===== config.mk =====
export PLATFORM = sky130hd
export DESIGN_NAME = i2s_sample_feeder
export DESIGN_NICKNAME = d
export VERILOG_FILES = /design/src/rtl/i2s_sample_feeder_pkg.sv /design/src/rtl/i2s_sample_feeder_fifo.sv /design/src/rtl/i2s_sample_feeder.sv
export SDC_FILE = /design/constraint.sdc
export NUM_CORES = 1
export LEC_CHECK = 0
export CORE_ASPECT_RATIO = 0.8
export CORE_MARGIN = 4
export CORE_UTILIZATION = 45
export DETAILED_ROUTE_END_ITERATION = 8
export SETUP_SLACK_MARGIN = 0.4
export SLEW_MARGIN = 5
export SYNTH_ARGS = -nofsm -noshare
export SYNTH_HDL_FRONTEND = slang
export SYNTH_SLANG_ARGS = --single-unit
export TNS_END_PERCENT = 10

===== constraint.sdc =====
create_clock -name CLK -period 8.4 [get_ports CLK]
set_input_delay 0.84 -clock CLK [delete_from_list [all_inputs] [get_ports CLK]]
set_output_delay 0.84 -clock CLK [all_outputs]
set_load 0.01 [all_outputs]

===== src/rtl/i2s_sample_feeder_pkg.sv =====
// i2s_sample_feeder_pkg: sample width and FIFO depth defaults shared with the I2S sender
package i2s_sample_feeder_pkg;
  localparam int SAMPLE_WIDTH = 24;
  localparam int FIFO_DEPTH = 16;
endpackage


===== src/rtl/i2s_sample_feeder_fifo.sv =====
// sample_fifo_sync: single-clock sample FIFO with level, full and empty flags
module sample_fifo_sync
  import i2s_sample_feeder_pkg::*;
#(
  parameter int WIDTH = SAMPLE_WIDTH,
  parameter int DEPTH = FIFO_DEPTH,
  localparam int AW = $clog2(DEPTH)
) (
  input  logic             CLK,
  input  logic             RST,
  input  logic             wr_en,
  input  logic [WIDTH-1:0] wr_data,
  input  logic             rd_en,
  output logic [WIDTH-1:0] rd_data,
  output logic             full,
  output logic             empty,
  output logic [AW:0]      level
);
  logic [WIDTH-1:0] mem [DEPTH];
  logic [AW-1:0] wr_ptr, rd_ptr;
  logic do_wr, do_rd;
  assign full = level == (AW+1)'(DEPTH);
  assign empty = level == '0;
  assign do_wr = wr_en & ~full;
  assign do_rd = rd_en & ~empty;
  assign rd_data = mem[rd_ptr];
  // pointers wrap naturally because DEPTH is a power of two
  always_ff @(posedge CLK or negedge RST)
    if (!RST) begin
      wr_ptr <= '0;
      rd_ptr <= '0;
      level <= '0;
    end else begin
      wr_ptr <= wr_ptr + AW'(do_wr);
      rd_ptr <= rd_ptr + AW'(do_rd);
      level <= level + (AW+1)'(do_wr) - (AW+1)'(do_rd);
    end
  // storage write; contents need no reset since level gates every read
  always_ff @(posedge CLK)
    if (do_wr) mem[wr_ptr] <= wr_data;
endmodule


===== src/rtl/i2s_sample_feeder.sv =====
// i2s_sample_feeder: buffers producer samples and prefetches one ahead for an I2S sender
module i2s_sample_feeder
  import i2s_sample_feeder_pkg::*;
#(
  parameter int WIDTH = SAMPLE_WIDTH,
  parameter int DEPTH = FIFO_DEPTH
) (
  input  logic                   CLK,
  input  logic                   RST,
  input  logic [WIDTH-1:0]       S_DATA,
  input  logic                   S_VALID,
  output logic                   S_READY,
  input  logic                   READ_EN,
  output logic [WIDTH-1:0]       DATA_SOURCE,
  output logic [$clog2(DEPTH):0] LEVEL,
  output logic                   UNDERFLOW,
  input  logic                   CLR_UNDERFLOW
);
  logic sync1, sync2, sync_d, hold_valid;
  logic full, empty, req, pending, preload, pop, push;
  logic [WIDTH-1:0] head;
  assign S_READY = RST & ~full;
  assign push = S_VALID & S_READY;
  assign req = sync2 & ~sync_d;
  assign pending = req | (sync1 & ~sync2);
  assign preload = ~hold_valid & ~pending & ~empty;
  assign pop = (req & ~empty) | preload;
  sample_fifo_sync #(.WIDTH(WIDTH), .DEPTH(DEPTH)) u_fifo (
    .CLK(CLK),
    .RST(RST),
    .wr_en(push),
    .wr_data(S_DATA),
    .rd_en(pop),
    .rd_data(head),
    .full(full),
    .empty(empty),
    .level(LEVEL)
  );
  // two-flop synchronizer plus edge flop for the READ_EN rise
  always_ff @(posedge CLK or negedge RST)
    if (!RST) {sync_d, sync2, sync1} <= '0;
    else {sync_d, sync2, sync1} <= {sync2, sync1, READ_EN};
  // output register: serve the slot on req, otherwise refill an empty holder
  always_ff @(posedge CLK or negedge RST)
    if (!RST) begin
      DATA_SOURCE <= '0;
      hold_valid <= 1'b0;
    end else if (req) begin
      DATA_SOURCE <= empty ? '0 : head;
      hold_valid <= ~empty;
    end else if (preload) begin
      DATA_SOURCE <= head;
      hold_valid <= 1'b1;
    end
  // sticky underflow; a coincident underflow beats the clear
  always_ff @(posedge CLK or negedge RST)
    if (!RST) UNDERFLOW <= 1'b0;
    else if (req & empty) UNDERFLOW <= 1'b1;
    else if (CLR_UNDERFLOW) UNDERFLOW <= 1'b0;
endmodule


==> results of run 1 <==
registers in the layout, indices dropped and copies added (netlist names):
signal,cells
DATA_SOURCE,24
UNDERFLOW,1
hold_valid,1
sync1,1
sync2,1
sync_d,1
u_fifo.level,5
u_fifo.mem,384
u_fifo.rd_ptr,4
u_fifo.wr_ptr,4
synth_stat cells, types with 4 or more instances:
| master | n | area [um2] |
|---|---|---|
| o22ai_1 | 23 | 144 |
| ha_1 | 10 | 125 |
| mux4_2 | 96 | 2160 |
| dfrtp_1 | 42 | 1050 |
| xor2_1 | 4 | 35.0 |
| xnor2_1 | 4 | 35.0 |
| edfxtp_1 | 384 | 11500 |
| buf_2 | 16 | 80.1 |
| a21o_1 | 25 | 188 |
| buf_6 | 6 | 67.6 |
| clkbuf_1 | 12 | 45.0 |
| nor2_1 | 16 | 60.1 |
| inv_1 | 12 | 45.0 |
| mux2i_1 | 47 | 470 |
| nor3_1 | 5 | 25.0 |
cell usage in the layout (no fill, tap or decap), types with 2 or more instances in the layout:
cell type,Yosys,routed
a21o_1,25,25
a21oi_1,3,3
buf_4,0,24
bufinv_16,0,6
clkbuf_1,12,7
clkbuf_16,0,45
clkdlybuf4s50_1,0,58
clkinv_1,0,5
clkinv_2,0,2
clkinv_4,0,3
clkinvlp_4,0,7
dfrtp_1,42,39
dfrtp_4,0,2
edfxtp_1,384,384
ha_1,10,10
inv_1,12,12
mux2i_1,47,47
mux4_2,96,96
nand2_1,2,2
nand2b_1,3,3
nand3_1,3,3
nand3b_1,2,2
nor2_1,16,4
nor2_2,0,12
nor3_2,0,4
o211ai_2,2,2
o22ai_1,23,23
xnor2_1,4,4
xor2_1,4,4
metal layers:
layer	share of wire, %	track usage [%]	up-vias
li1	-	-	3228
met3	5.8	3.61	47
met1	45	27.2	4077
met4	1.7	4.16	0
met5	0	0	-
met2	47	27.7	213
final timing paths:
kind,startpoint,to,slack [ps],cells past startpoint
setup / recovery,RST,u_fifo.mem[4][17],5340,6
hold reg to reg,sync1,sync2,410,0
max in group asynchronous,RST,u_fifo.rd_ptr[0],7470,2
hold / removal,sync1,sync2,410,0
setup reg to reg,u_fifo.rd_ptr[1],DATA_SOURCE[16],5420,5
min in group asynchronous,RST,UNDERFLOW,430,2
kinds of logic (layout without fill, tap and decap cells):
| group | Yosys count | count (layout) | share of synthesized area (%) |
|---|---|---|---|
| flops | 426 | 426 | 77.2 |
| fa+ha+maj | 11 | 11 | 0.891 |
| buf+inv | 49 | 173 | 1.60 |
| compound gates | 59 | 59 | 2.54 |
| simple gates | 37 | 37 | 1.18 |
| mux | 143 | 143 | 16.2 |
| xor+xnor | 8 | 8 | 0.430 |
worst max-delay path: stages:
cell	delay, ps
buf_2	80
buf_4	530
and3_1	450
or3b_1	500
nor2_2	440
buf_4	390
layout make-up:
type / instances / area (um2)
Clock inverter: 25 / 313
Fill cell: 2770 / 16800
Sequential cell: 426 / 12600
Timing Repair Buffer: 83 / 766
Multi-Input combinational cell: 258 / 3510
Inverter: 12 / 45.0
Clock buffer: 53 / 1170
Tap cell: 480 / 601
where the power goes:
part | internal [mW] | total [mW] | switching (mW)
registers | 2.51 | 2.68 | 0.168
logic | 0.844 | 1.71 | 0.868
clock network | 1.18 | 1.96 | 0.785
total | 4.54 | 6.36 | 1.82
metrics by stage:
step	worst slack, ps	hold WS (ps)	instances
floorplan	4710	376	733
global placement	4840	408	1259
detailed placement	4700	400	1259
finish	5340	412	1337
CTS	5250	415	1337
global route	5130	430	1337
==> results.md, run 1 <==
* Status: finished clean
* Num CTS Buffers at 42
* Row cnt at 62
* Gr ovfl total at 0
* Pwr/cell area at 335 nW/um2
* Nets at 863
* Via density per instance at 5.66
* Routability congestion estimate from global placement at 0.815
* Final worst-path cycle share at 36.4%
* CTS tree: yes
* Cts repair resizes at 0
* Post-CTS setup repair buffer count at 0
* EDFF count, synth at 384
* Drt first pass iters at 5
* Final core occ at 53.0%
* GR Util All Layers at 18.1%
* Largest net degree at the start of global routing at 53
* Layout cells sized above 1 at 24.4%
* Setup crit end kind: flop
* Placed inst area at 17500 um2
* Synth Flop Type: edfxtp_1
* DRC at 0
* Kind of critical path: input port to flop
* Leak pwr at 6.37 nW
* Worst VDD drop at 0.000315 V
* Clock Sinks at 426
* CTS root buf: clkbuf_16
* H-tree depth at 2
* Worst Path Required at 8610 ps
* Gate count of the mapped netlist at 733
* Final hold violation count at 0
* Mapped Area at 16300 um2
* Fin Setup TNS at 0 ps
* RSZ-0062 raised after global routing: no
* Clock Latency Late Sink at 540 ps
* Async set-or-reset flop fraction in the synthesized netlist at 9.86%
* Mapped Avg Cell Area at 22.2 um2
* Ant. Diodes at 0
* Post-Synthesis Net Count at 773
* Hold Buf Count CTS at 0
* Vias at 7565
* Final setup vio count at 0
* Synth Warn # at 0
* Library cells used by synthesis at 36
* DIE WIDTH at 221 um
* Starting Density at 45.5%
* Vias in the first global route at 7841
* Fin crit period at 3060 ps
* FMAX at 327 MHz
* Part of the Yosys area used for sequential elements at 77.2%
* Max-cap violations at 0
* Critical path peak fanout at 44
* Clk pin slew, worst setup/hold paths at 60 ps
* I/O Buffers at 59
* Worst min path class: flop to flop
* Top-level I/O count at 60
* Die height at 178 um
* Worst slew margin at 30.7%
* Initial antenna violation count at 0
* Wirelength per Cell at 25.9 um
* Worst clock skew at 13.3 ps
* Actual slew at the worst max-slew pin at 1040 ps
* HPWL after DPL at 20.5 mm
* Die Area at 39300 um2
* Area grow syn2layout at 16.5%
* Core Area at 35800 um2
* Post-route cell area at 19000 um2
* Routed WL at 34.6 mm
* CP Launch Type: input port
* Routed Antenna Nets at 0
* Slew Limit Fails at 0
* WP data arrival at 3270 ps
* First-pass GRT wire length at 51.9 mm
* 1st-iter DRT viols at 674
* Pwr Total at 6.36 mW
* Register bit total from synthesis at 426
* CTS max path bufs at 3
Power figures use the tool's default switching activity.
==> run 2, diff against run 1 <==
==> constraint.sdc (replaced) <==
create_clock -name CLK -period 2.6 [get_ports CLK]
set_input_delay 0.26 -clock CLK [delete_from_list [all_inputs] [get_ports CLK]]
set_output_delay 0.26 -clock CLK [all_outputs]
set_load 0.01 [all_outputs]
==> run 2 against run 1 <==
Effect of this change: total power rose to 3.3 times the previous value; critical endpoint is now u_fifo.level[4]; combinational power rose to 3.5 times the previous value; register-to-register slack got worse by 5200 ps; non-clock buffer count rose by 48; hold slack got worse by 220 ps; sequential cell count did not move; critical path depth rose by 7; critical path type is now flop to flop; via count rose by 2.1%; count of clock-buffer cells in the layout fell by 1; highest routed layer unchanged; clock power rose to 3.3 times the previous value; die area did not move; wire length barely moved.
==> results.md, run 2 (synthesis results as in run 1) <==
* Leading cell type in the layout, fill and taps excluded: edfxtp_1 (unchanged)
* Fin crit period at 2430 ps
* Pwr Total at 21.2 mW (was 6.36 mW)
* 1st-iter DRT viols at 718 (was 674)
* DIE WIDTH at 221 um (unchanged)
* Max-cap violations at 0 (unchanged)
* P_int at 15.3 mW (was 4.54 mW)
* Ant. Diodes at 0 (unchanged)
* Starting Density at 45.5% (unchanged)
* Clock Sinks at 426 (unchanged)
* Pwr/cell area at 1070 nW/um2 (was 335 nW/um2)
* Sw Share at 27.5% (was 28.6%)
* GR Util All Layers at 18.0% (was 18.1%)
* H-tree depth at 2 (unchanged)
* Switching power at 5.82 mW (was 1.82 mW)
* DP Cell Count at 1288 (was 1259)
* Drt first pass iters at 5 (unchanged)
* Clk pin slew, worst setup/hold paths at 60 ps (about the same)
* Clock Latency Late Sink at 540 ps (about the same)
* Kind of critical path: flop to flop (was input port to flop)
* Final hold violation count at 0 (unchanged)
* Regs by FF count: u_fifo.mem x384, DATA_SOURCE x24, u_fifo.level x5 (unchanged)
* Area grow syn2layout at 21.0% (was 16.5%)
* Final setup margin at 173 ps (was 5340 ps)
* Worst Path Required at 3040 ps (was 8610 ps)
* I/O Buffers at 59 (unchanged)
* Final setup vio count at 0 (unchanged)
* FMAX at 412 MHz
* Worst min path class: input port to flop (was flop to flop)
* Status: finished clean (unchanged)
* Final worst-path cycle share at 93.3%
* Slew Limit Fails at 0 (unchanged)
* Vias in the first global route at 8067 (was 7841)
* Area of the multi-input gates at 3610 um2 (was 3510 um2)
* Largest Register: u_fifo.mem (unchanged)
* Leak pwr at 6.74 nW (was 6.37 nW)
* Routability congestion estimate from global placement at 0.754 (was 0.815)
* Nets at 911 (was 863)
* Reg power frac at 40.7% (was 42.2%)
* RSZ-0062 raised after global routing: yes (was no)
* Die height at 178 um (unchanged)
* Largest register FFs at 384 (unchanged)
* Filler Cells Inserted at 2697 (was 2770)
* Routed Antenna Nets at 0 (unchanged)
* HPWL after DPL at 20.2 mm (was 20.5 mm)
* Wirelength per Cell at 25.0 um (was 25.9 um)
* WP data arrival at 2870 ps (was 3270 ps)
* Largest net degree at the start of global routing at 52 (was 53)
* Core Area at 35800 um2 (unchanged)
* Row cnt at 62 (unchanged)
* CTS tree: yes (unchanged)
* Num CTS Buffers at 42 (unchanged)
* Routed WL at 34.6 mm (about the same)
* Layout cells sized above 1 at 29.6% (was 24.4%)
* CTS max path bufs at 3 (unchanged)
* Initial antenna violation count at 0 (unchanged)
* Post-Layout Cell Count at 1384 (was 1337)
* Worst VDD drop at 0.000611 V (was 0.000315 V)
* Pre-CTS setup slack at -130 ps (was 4700 ps)
* Worst clock skew at 15.8 ps (was 13.3 ps)
* Clock share of power at 31.0% (was 30.9%)
* Critical path peak fanout at 3 (was 44)
* CTS root buf: clkbuf_16 (unchanged)
* Setup crit end kind: flop (unchanged)
* Via density per instance at 5.58 (was 5.66)
* Die Area at 39300 um2 (unchanged)
* Most frequent cells in the layout: 384 x edfxtp_1, 96 x mux4_2, 57 x clkdlybuf4s50_1 (was 384 x edfxtp_1, 96 x mux4_2, 58 x clkdlybuf4s50_1)
* First-pass GRT wire length at 52.0 mm (was 51.9 mm)
* Gate power share at 28.3% (was 26.9%)
* DRC at 0 (unchanged)
* Worst slew margin at 60.5% (was 30.7%)
* Actual slew at the worst max-slew pin at 591 ps (was 1040 ps)
* Vias at 7724 (was 7565)
* FF+latch area at 12600 um2 (unchanged)
* Top-level I/O count at 60 (unchanged)
* CP Launch Type: flop (was input port)
* Gr ovfl total at 0 (unchanged)
## run 2: timing repair
item | in CTS | in global routing
hold buffers | 2 | 0
setup buffers | 9 | 7
gates resized for setup | 15 | 5
pin swaps | 5 | 9
endpoints found under the hold margin | 42 | 0
cloned | 0 | 1
endpoints found under the setup margin | 414 | 102
## run 2: critical path: stages (launching register included)
cell and delay [ps]:
dfrtp_1 400, inv_2 90, ha_4 140, nor4b_4 230
nor2_2 80, ha_1 300, inv_1 70, ha_2 180
inv_2 40, fa_2 360, inv_2 60, a21oi_2 40
o21bai_1 190, xnor2_1 160
## run 2: metal layers
| layer | vias to the layer above | track usage, % | wire (um) |
|---|---|---|---|
| met5 | - | 0 | 0 |
| met4 | 0 | 4.03 | 554 |
| met3 | 40 | 3.37 | 1660 |
| met2 | 196 | 28.4 | 16600 |
| met1 | 4155 | 26.6 | 15800 |
| li1 | 3333 | - | - |
## run 2: final timing paths
kind / depth (start not counted) / slack (ps) / endpoint / from
max: 13 / 170 / u_fifo.level[4] / u_fifo.level[3]
min: 1 / 190 / sync1 / READ_EN
max reg2reg: 13 / 170 / u_fifo.level[4] / u_fifo.level[3]
min reg2reg: 0 / 420 / sync2 / sync1
max in group asynchronous: 4 / 1930 / u_fifo.rd_ptr[0] / RST
min in group asynchronous: 4 / 410 / DATA_SOURCE[8] / RST
## run 2: per-stage QoR
stage          util (%)  area (um2)  hold WS (ps)  setup TNS, ps
6_report           55.0       19700           192              0
5_1_grt            55.0       19700           175              0
4_1_cts            54.8       19600           173              0
3_5_place_dp       50.1       17900           407           -130
3_3_place_gp       50.1       17900           394              0
2_1_floorplan         -       16400         -35.6              0
## run 2: power groups by stage
stage                     Clock (mW)  Sequential [mW]  Combinational [mW]
after floorplan                    0             8.58                3.98
after global placement             0             8.74                5.65
after detailed placement           0             8.78                5.75
after CTS                       6.70             8.63                5.97
after global routing            7.03             8.69                6.48
final                           6.56             8.62                5.98
## run 2: final cells by class
class,instances,area share (%)
Clock inverter,25,1.79
Inverter,12,0.228
Tap cell,480,3.05
Timing Repair Buffer,131,6.87
Multi-Input combinational cell,258,18.3
Sequential cell,426,63.8
Clock buffer,52,5.89
